**src/rtl/fork_waiter_if.sv**
```systemverilog
`default_nettype none
// ============================================================================
// Module   : fork_waiter_if
// Purpose  : Request/grant bundle between a philosopher ring and fork_waiter.
// Revision : 1.0  initial release
// ============================================================================
interface fork_waiter_if #(
    parameter int N = 5
) ();
    logic [N-1:0] req;
    logic [N-1:0] done;
    logic [N-1:0] grant;
    logic [N-1:0] fork_busy;
    logic [N-1:0] starving;

    modport master (output req, done, input grant, fork_busy, starving);
    modport slave  (input req, done, output grant, fork_busy, starving);
endinterface
`default_nettype wire

```
**src/rtl/fork_waiter.sv**
```systemverilog
`default_nettype none
// ============================================================================
// Module   : fork_waiter
// Purpose  : Round-robin waiter for N dining philosophers with bounded eating;
//            optional starvation aging enabled by defining WAITER_AGING_EN.
// Revision : 1.0  initial release
// ============================================================================
module fork_waiter #(
    parameter int N         = 5,
    parameter int EAT_MAX   = 4,
    parameter int AGE_LIMIT = 12
) (
    input  logic         clk,
    input  logic         rst_n,
    fork_waiter_if.slave bus
);
    localparam int RW = $clog2(N);
    localparam int EW = $clog2(EAT_MAX + 1);

    typedef enum logic {
        IDLE = 1'b0,
        EAT  = 1'b1
    } state_t;

    state_t          r_state [N];
    logic [EW-1:0]   r_ec    [N];
    logic [RW-1:0]   r_rr;
    logic [N-1:0]    r_grant;
    logic [N-1:0]    r_fork_busy;

    logic [N-1:0]    w_idle;
    logic [N-1:0]    w_release;
    logic [N-1:0]    w_new;
    logic [N-1:0]    w_taken;
    logic [N-1:0]    w_grant_nxt;
    logic [RW-1:0]   w_last;
    logic [RW-1:0]   w_idx;
    logic [RW-1:0]   w_nxt;
    logic            w_any;

    if (N < 3 || EAT_MAX < 1 || AGE_LIMIT < 1) begin : g_bad_config
        $error("fork_waiter: unsupported parameter set");
    end

    for (genvar i = 0; i < N; i++) begin : g_phil
        assign w_idle[i]    = (r_state[i] == IDLE);
        assign w_release[i] = (r_state[i] == EAT) &&
                              (bus.done[i] || (r_ec[i] == EW'(EAT_MAX)));
    end

`ifdef WAITER_AGING_EN
    localparam int WW = $clog2(AGE_LIMIT + 1);

    logic [N-1:0][WW-1:0] r_wc;
    logic [N-1:0][WW-1:0] w_wc_nxt;
    logic [N-1:0]         r_starving;
    logic [N-1:0]         w_reserve;
    logic [RW-1:0]        w_prv;

    for (genvar i = 0; i < N; i++) begin : g_age
        assign w_wc_nxt[i] = (w_new[i] || !bus.req[i])                   ? '0 :
                             (w_idle[i] && r_wc[i] != WW'(AGE_LIMIT)) ? r_wc[i] + WW'(1) :
                                                                          r_wc[i];
    end
    assign bus.starving = r_starving;
`else
    assign bus.starving = '0;
`endif

    // Forks held at the start of the cycle stay taken even if released now,
    // so a released fork can only be re-granted one edge later.
    always_comb begin
        w_taken = r_fork_busy;
        w_new   = '0;
        w_any   = 1'b0;
        w_last  = r_rr;
        w_idx   = '0;
        w_nxt   = '0;
`ifdef WAITER_AGING_EN
        w_prv     = '0;
        w_reserve = '0;
        for (int k = 0; k < N; k++) begin
            w_idx = RW'((int'(r_rr) + k) % N);
            w_nxt = RW'((int'(w_idx) + 1) % N);
            if (bus.req[w_idx] && w_idle[w_idx] && r_starving[w_idx] &&
                !w_taken[w_idx] && !w_taken[w_nxt]) begin
                w_new[w_idx]   = 1'b1;
                w_taken[w_idx] = 1'b1;
                w_taken[w_nxt] = 1'b1;
                w_any          = 1'b1;
                w_last         = w_idx;
            end
        end
        // Starving requesters left waiting keep both their forks reserved.
        w_reserve = bus.req & w_idle & r_starving & ~w_new;
        for (int k = 0; k < N; k++) begin
            w_idx = RW'((int'(r_rr) + k) % N);
            w_nxt = RW'((int'(w_idx) + 1) % N);
            w_prv = RW'((int'(w_idx) + N - 1) % N);
            if (bus.req[w_idx] && w_idle[w_idx] && !r_starving[w_idx] &&
                !w_reserve[w_prv] && !w_reserve[w_nxt] &&
                !w_taken[w_idx] && !w_taken[w_nxt]) begin
                w_new[w_idx]   = 1'b1;
                w_taken[w_idx] = 1'b1;
                w_taken[w_nxt] = 1'b1;
                w_any          = 1'b1;
                w_last         = w_idx;
            end
        end
`else
        for (int k = 0; k < N; k++) begin
            w_idx = RW'((int'(r_rr) + k) % N);
            w_nxt = RW'((int'(w_idx) + 1) % N);
            if (bus.req[w_idx] && w_idle[w_idx] &&
                !w_taken[w_idx] && !w_taken[w_nxt]) begin
                w_new[w_idx]   = 1'b1;
                w_taken[w_idx] = 1'b1;
                w_taken[w_nxt] = 1'b1;
                w_any          = 1'b1;
                w_last         = w_idx;
            end
        end
`endif
    end

    assign w_grant_nxt = (~w_idle & ~w_release) | w_new;

    always_ff @(posedge clk) begin
        if (!rst_n) begin
            for (int i = 0; i < N; i++) begin
                r_state[i] <= IDLE;
                r_ec[i]    <= '0;
            end
            r_rr        <= '0;
            r_grant     <= '0;
            r_fork_busy <= '0;
`ifdef WAITER_AGING_EN
            r_wc        <= '0;
            r_starving  <= '0;
`endif
        end else begin
            for (int i = 0; i < N; i++) begin
                if (r_state[i] == IDLE) begin
                    if (w_new[i]) begin
                        r_state[i] <= EAT;
                        r_ec[i]    <= EW'(1);
                    end
                end else if (w_release[i]) begin
                    r_state[i] <= IDLE;
                    r_ec[i]    <= '0;
                end else begin
                    r_ec[i] <= r_ec[i] + EW'(1);
                end
            end
            if (w_any) begin
                r_rr <= RW'((int'(w_last) + 1) % N);
            end
            r_grant     <= w_grant_nxt;
            r_fork_busy <= w_grant_nxt | {w_grant_nxt[N-2:0], w_grant_nxt[N-1]};
`ifdef WAITER_AGING_EN
            r_wc <= w_wc_nxt;
            for (int i = 0; i < N; i++) begin
                r_starving[i] <= (w_wc_nxt[i] == WW'(AGE_LIMIT));
            end
`endif
        end
    end

    assign bus.grant     = r_grant;
    assign bus.fork_busy = r_fork_busy;

endmodule
`default_nettype wire

```
**src/flat_wrapper.sv**
```systemverilog
// flat-port wrapper written by rule: the top's interface ports become plain ports
module fork_waiter_flat 
#(
    parameter int N         = 5,
    parameter int EAT_MAX   = 4,
    parameter int AGE_LIMIT = 12
)
  (clk, rst_n, bus_req, bus_done, bus_grant, bus_fork_busy, bus_starving);
  fork_waiter_if #(.N(N)) bus_i ();
  input  logic clk;
  input  logic rst_n;
  input wire logic [$bits(bus_i.req)-1:0] bus_req;
  input wire logic [$bits(bus_i.done)-1:0] bus_done;
  output wire logic [$bits(bus_i.grant)-1:0] bus_grant;
  output wire logic [$bits(bus_i.fork_busy)-1:0] bus_fork_busy;
  output wire logic [$bits(bus_i.starving)-1:0] bus_starving;
  assign bus_i.req = bus_req;
  assign bus_i.done = bus_done;
  assign bus_grant = bus_i.grant;
  assign bus_fork_busy = bus_i.fork_busy;
  assign bus_starving = bus_i.starving;
  fork_waiter #(.N(N), .EAT_MAX(EAT_MAX), .AGE_LIMIT(AGE_LIMIT)) u_core (.clk(clk), .rst_n(rst_n), .bus(bus_i));
endmodule
```
**config.mk**
```make
export PLATFORM = sky130hd
export DESIGN_NAME = fork_waiter_flat
export DESIGN_NICKNAME = d
export VERILOG_FILES = /design/src/rtl/fork_waiter_if.sv /design/src/rtl/fork_waiter.sv /design/src/flat_wrapper.sv
export SDC_FILE = /design/constraint.sdc
export NUM_CORES = 1
export LEC_CHECK = 0
export BUFFER_PORTS_ARGS = -buffer_cell sky130_fd_sc_hd__clkbuf_2
export CAP_MARGIN = 40
export CORE_MARGIN = 10
export CORE_UTILIZATION = 55
export DETAILED_ROUTE_END_ITERATION = 8
export PLACE_DENSITY = 0.72
export REMOVE_ABC_BUFFERS = 1
export SKIP_LAST_GASP = 1
export SLEW_MARGIN = 20
export SYNTH_ARGS = -nofsm -noshare
export SYNTH_HDL_FRONTEND = slang
export SYNTH_SLANG_ARGS = --single-unit
export TNS_END_PERCENT = 20
```
**constraint.sdc**
```tcl
create_clock -name clk -period 12.1 [get_ports clk]
set_input_delay 0 -clock clk [delete_from_list [all_inputs] [get_ports clk]]
set_output_delay 0 -clock clk [all_outputs]
set_load 0.02 [all_outputs]
```
Word-level counts from Yosys, hierarchy flattened
Memories as Yosys holds them, arrays and structs flattened.
Index checks and enable logic that the tools add are counted.
{"block": "classes", "n_eq_ne": 5, "div_mod_pow": 11, "addsub": 15, "n_bitwise": 47, "reduce_logical": 44, "multipliers": 0, "n_lt_le_gt_ge": 19, "muxes": 163, "shifts": 0}
{"op": "32-bit by 4-bit remainder unit with 32-bit output, second input constant", "n": 10}
{"op": "1-bit 2-to-1 mux", "n": 105}
{"op": "5-bit bitwise OR", "n": 14}
{"op": "1-bit binary-select mux with 3-bit select", "n": 20}
{"op": "3-bit 2-to-1 mux", "n": 20}
{"op": "5-bit 2-to-1 mux", "n": 9}
{"op": "3-bit by 4-bit < comparator with 1-bit output, second input constant", "n": 10}
{"op": "4-bit by 4-bit remainder unit with 32-bit output, second input constant", "n": 1}
{"op": "1-bit logical AND", "n": 29}
{"op": "3-bit by 1-bit adder with 4-bit output, second input constant", "n": 7}
{"op": "1-bit demux with 3-bit select", "n": 9}
{"op": "3-bit by 1-bit >= comparator with 1-bit output, second input constant", "n": 9}
{"op": "1-bit bitwise OR", "n": 25}
{"op": "3-bit by 1-bit adder with 3-bit output, second input constant", "n": 5}
{"op": "3-bit equality test, second input constant", "n": 5}
{"op": "1-bit zero test", "n": 10}
{"op": "5-bit NOT", "n": 2}
{"op": "3-bit by 2-bit adder with 4-bit output, second input constant", "n": 2}
{"op": "5-bit bitwise AND", "n": 1}
{"op": "1-bit logical OR", "n": 5}
{"op": "1-bit NOT", "n": 5}
{"op": "3-bit by 3-bit adder with 4-bit output, second input constant", "n": 1}
{"block": "totals", "romBits": 0, "latchBits": 0, "ram_bits": 20, "wordCells": 309, "out_inout_bits": 15, "register_bits": 13, "mem_count": 2}
{"memory": "u_core.r_ec", "depth": 5, "word_bits": 3, "read_ports": 5, "rd_clocked_by_memory_dff": 0, "wr": 5, "line_no": "fork_waiter.sv:26", "source": "logic [EW-1:0] r_ec [N];"}
{"memory": "u_core.r_state", "depth": 5, "word_bits": 1, "read_ports": 5, "rd_clocked_by_memory_dff": 0, "wr": 5, "line_no": "fork_waiter.sv:25", "source": "state_t r_state [N];"}

Longest topological paths before layout
{"block": "logic_depth", "ltp_word": 40, "ltp_mapped": 47, "ltp_nobuf": 42}

Worst setup path after synthesis
No wires, ideal clock.
{"block": "synth_path", "path_type": "register -> register", "startpoint": "register u_core.r_rr[0]", "endpoint": "register u_core.r_rr[0]", "t_arrival_ns": 9.444, "t_required_ns": 12.014, "stages_incl_launch_ff": 43, "slack_ns": 2.569, "cell_sequence": "dfxtp_1 -> buf_2 -> inv_1 -> clkbuf_1 -> ha_1 -> clkbuf_1 -> clkinv_1 -> nand2_1 -> ha_1 -> nand2b_1 -> a22oi_1 -> o32ai_1 -> nor2_1 -> inv_1 -> ha_1 -> clkbuf_1 -> xnor2_1 -> ha_1 -> [... 7 more ...] -> o22a_2 -> a2bb2o_1 -> a311oi_1 -> nor2_1 -> a211oi_4 -> a211oi_1 -> o31ai_4 -> buf_2 -> mux2i_1 -> ha_1 -> buf_1 -> xor2_1 -> ha_1 -> inv_1 -> ha_1 -> and4b_1 -> mux2_2 -> a221oi_2"}
{"block": "synth_between", "elab_chain_cells": 35, "elab_cells_between_ends": 148, "cone_classes": "add/sub (10); div (11); order compare (16); mux (70); bitwise (8); reduce/logical (33)"}
{"item": "start, declared", "line_no": "fork_waiter.sv:27", "source": "logic [RW-1:0] r_rr;"}
{"item": "start signal, assigned", "line_no": "fork_waiter.sv:156", "source": "r_rr <= RW'((int'(w_last) + 1) % N);"}
{"item": "branches (longest 35 deep; another with 32-bit by 4-bit remainder unit with 32-bit output)"}
Parallel ways; which one is timed is not known. The select of a mux whose other input is x is not followed.
A chain may end at the register's enable or synchronous reset.

Worst setup path in the final report
{"block": "layout_path", "startpoint": "register u_core.r_rr[1]", "endpoint": "register u_core.r_rr[0]"}
Same word-level chain as after synthesis.

==> out/metrics.cfg <==
[critical_path]
crit_top_cell = ha_1
cp-end-kind = flop
reg2reg_to = u_core.r_rr[0]
crit_buf_inv = 6
r2r_setup_slack_ns = 0.95
cp_slowest_cell = ha_1
worstPathArrival_ns = 11.35
critical_path.startpoint_type = flop
max_stage_delay_ns = 0.73
reg2reg_from = u_core.r_rr[1]
cp_max_fo = 20
crit_required_ns = 12.30
r2r_cells = 39
cp_top_family = compound AO/OA/AOI/OAI gates
worstSetupPathType = flop to flop

[final_layout]
syn_to_final_growth_pct = 4.66
design_area_um2 = 6330
diodes = 0
layout.nets = 877
drive_gt1_share_pct = 10.3
nFillCells = 1018

[clock_network]
holdBufCountCts = 0
clk_pin_slew_ns = 0.07
cts.sinks = 33
cts.path.max_buffers = 2
cts_tree = built
clock_latency_ns = 0.28
cts_made_buffers = 5
clock-root-buffer = clkbuf_8
h-tree-depth = 2

[job]
max_cap_violations = 0

[synthesis]
synth_most_common_cell = nand2_1
synth_common_cells = nand2_1 (77), nor2_1 (75), inv_1 (62)
ys_types = 99
synth_top_area_cell = ha_1
synth_edf_count = 19
ys_seq_elements = 33
synth_area_leaders = ha_1 (13%), edfxtp_1 (9.4%), nand2_1 (4.8%)
ys_warn_count = 0
syn-cell-area_um2 = 6050
ys.flop_type = edfxtp_1
yosysSeqAreaShare_pct = 14.1
syn_inst = 798
avgSynthCellArea_um2 = 7.58
async_reset_ff_share_pct = 0
synth.top_cell.area_share_pct = 12.6

[global_route]
antenna_found_initial = 0
grt_pass1_wl_um = 30200
grt_overflow_total = 0
grt_max_degree = 33
first_global_vias = 5831
grt_usage_pct = 22.7

[run_status]
status = finished, final reports clean

[sta]
skew_ns = 0.00376
period_minus_slack_ns = 11.15
maxSlewHeadroom_pct = 42.7
tightest_slew_ns = 0.857
rsz0062_at_grt = no
tns_ns = 0
setup_viol = 0
slew_viol_final = 0
whs_ns = 0.0290
hold_viol = 0
fmax_mhz = 89.7
fin_crit_sh_pct = 92.2

[drt]
finalWirelength_um = 19000
first_pass_iters = 5
wl_per_cell_um = 20.1
detail_route.iter0.violations = 772
viasPerCell = 6.70
vias = 6329
drc = 0
ant_nets = 0

[floorplanning]
ios = 27
die_width_um = 125
start_util_pct = 56.0
rows = 38
die_area_um2 = 15600
fp.coreArea_um2 = 10800
die_y_um = 125

[placement]
place_area_um2 = 6210
dp_hpwl_um = 14900
io_buffers = 21
routabilityCongestion = 0.977

[min_path]
min_to = u_core.r_ec[2][2]
holdPathStages = 2
hp-start = bus_done[2]
hp-class = primary input to flop

## final cells by class
class / count / area [um^2] / share of cell area (%)
Timing Repair Buffer: 28 / 155 / 2.45
Tap cell: 140 / 175 / 2.77
Inverter: 67 / 251 / 3.97
Sequential cell: 33 / 851 / 13.4
Clock buffer: 8 / 111 / 1.76
Multi-Input combinational cell: 669 / 4780 / 75.6
## through the flow
step	cells	util (%)	setup slack, ns
final	945	58.6	0.947
after global routing	945	58.6	0.0705
after CTS	945	58.6	0.997
after detailed placement	937	57.6	1.03
after global placement	935	57.5	1.46
after floorplan	769	-	2.06
## cell families after synthesis
logic type | share of synthesized area [%]
simple gates | 24.8
other cells | 0.0620
fa+ha+maj | 12.6
compound gates | 32.2
xor+xnor | 3.02
flops | 14.1
buf+inv | 7.10
mux | 6.17
## state kept, by name, summed over array words and instances, names as in the netlist
register,cells
u_core.r_ec,15
u_core.r_state,5
u_core.r_rr,3
u_core.bus.fork_busy,5
u_core.bus.grant,5
## worst max path at each step
stage	startpoint	endpoint	slack, ns	cells after the start
6_report	u_core.r_rr[1]	u_core.r_rr[0]	0.95	39
5_1_grt	u_core.r_rr[1]	u_core.r_rr[0]	0.07	39
4_1_cts	u_core.r_rr[1]	u_core.r_rr[0]	1.0	38
3_5_place_dp	u_core.r_rr[1]	u_core.r_rr[0]	1.03	38
3_3_place_gp	u_core.r_rr[1]	u_core.r_rr[0]	1.46	38
2_1_floorplan	u_core.r_rr[0]	u_core.r_rr[0]	2.06	38
## cells in the final DEF, fill, tap and decap left out, drive strengths merged, types with 6 or more instances in the layout
| master | instances |
|---|---|
| a32oi | 8 |
| nor4 | 9 |
| buf | 7 |
| o31ai | 13 |
| inv | 64 |
| clkbuf | 29 |
| nand3 | 17 |
| mux2i | 21 |
| nand2b | 22 |
| and2 | 10 |
| a211o | 7 |
| nand4 | 6 |
| ha | 61 |
| a211oi | 15 |
| dfxtp | 14 |
| o41ai | 7 |
| nor2 | 76 |
| a31oi | 7 |
| or2 | 9 |
| a21o | 9 |
| a221oi | 10 |
| xnor2 | 16 |
| nor3 | 32 |
| o211ai | 11 |
| nor2b | 14 |
| nand2 | 77 |
| or3 | 7 |
| o21ai | 33 |
| a21oi | 57 |
| edfxtp | 19 |
| o22ai | 8 |
## layer usage
metal	track usage (%)	up-vias	share of wire (%)
met3	2.26	63	5.9
met4	9.82	0	4.4
li1	-	2998	-
met1	29.9	2993	44
met2	36.5	275	45
met5	0	-	0
## timing repair
| item | CTS | global route |
|---|---|---|
| endpoints found under the setup margin | 0 | 1 |
| setup buffers | 0 | 0 |
| gates resized for setup | 0 | 1 |
Power is not shown: default switching activity piles up to over one toggle a cycle in this logic, so the estimate is an artifact.
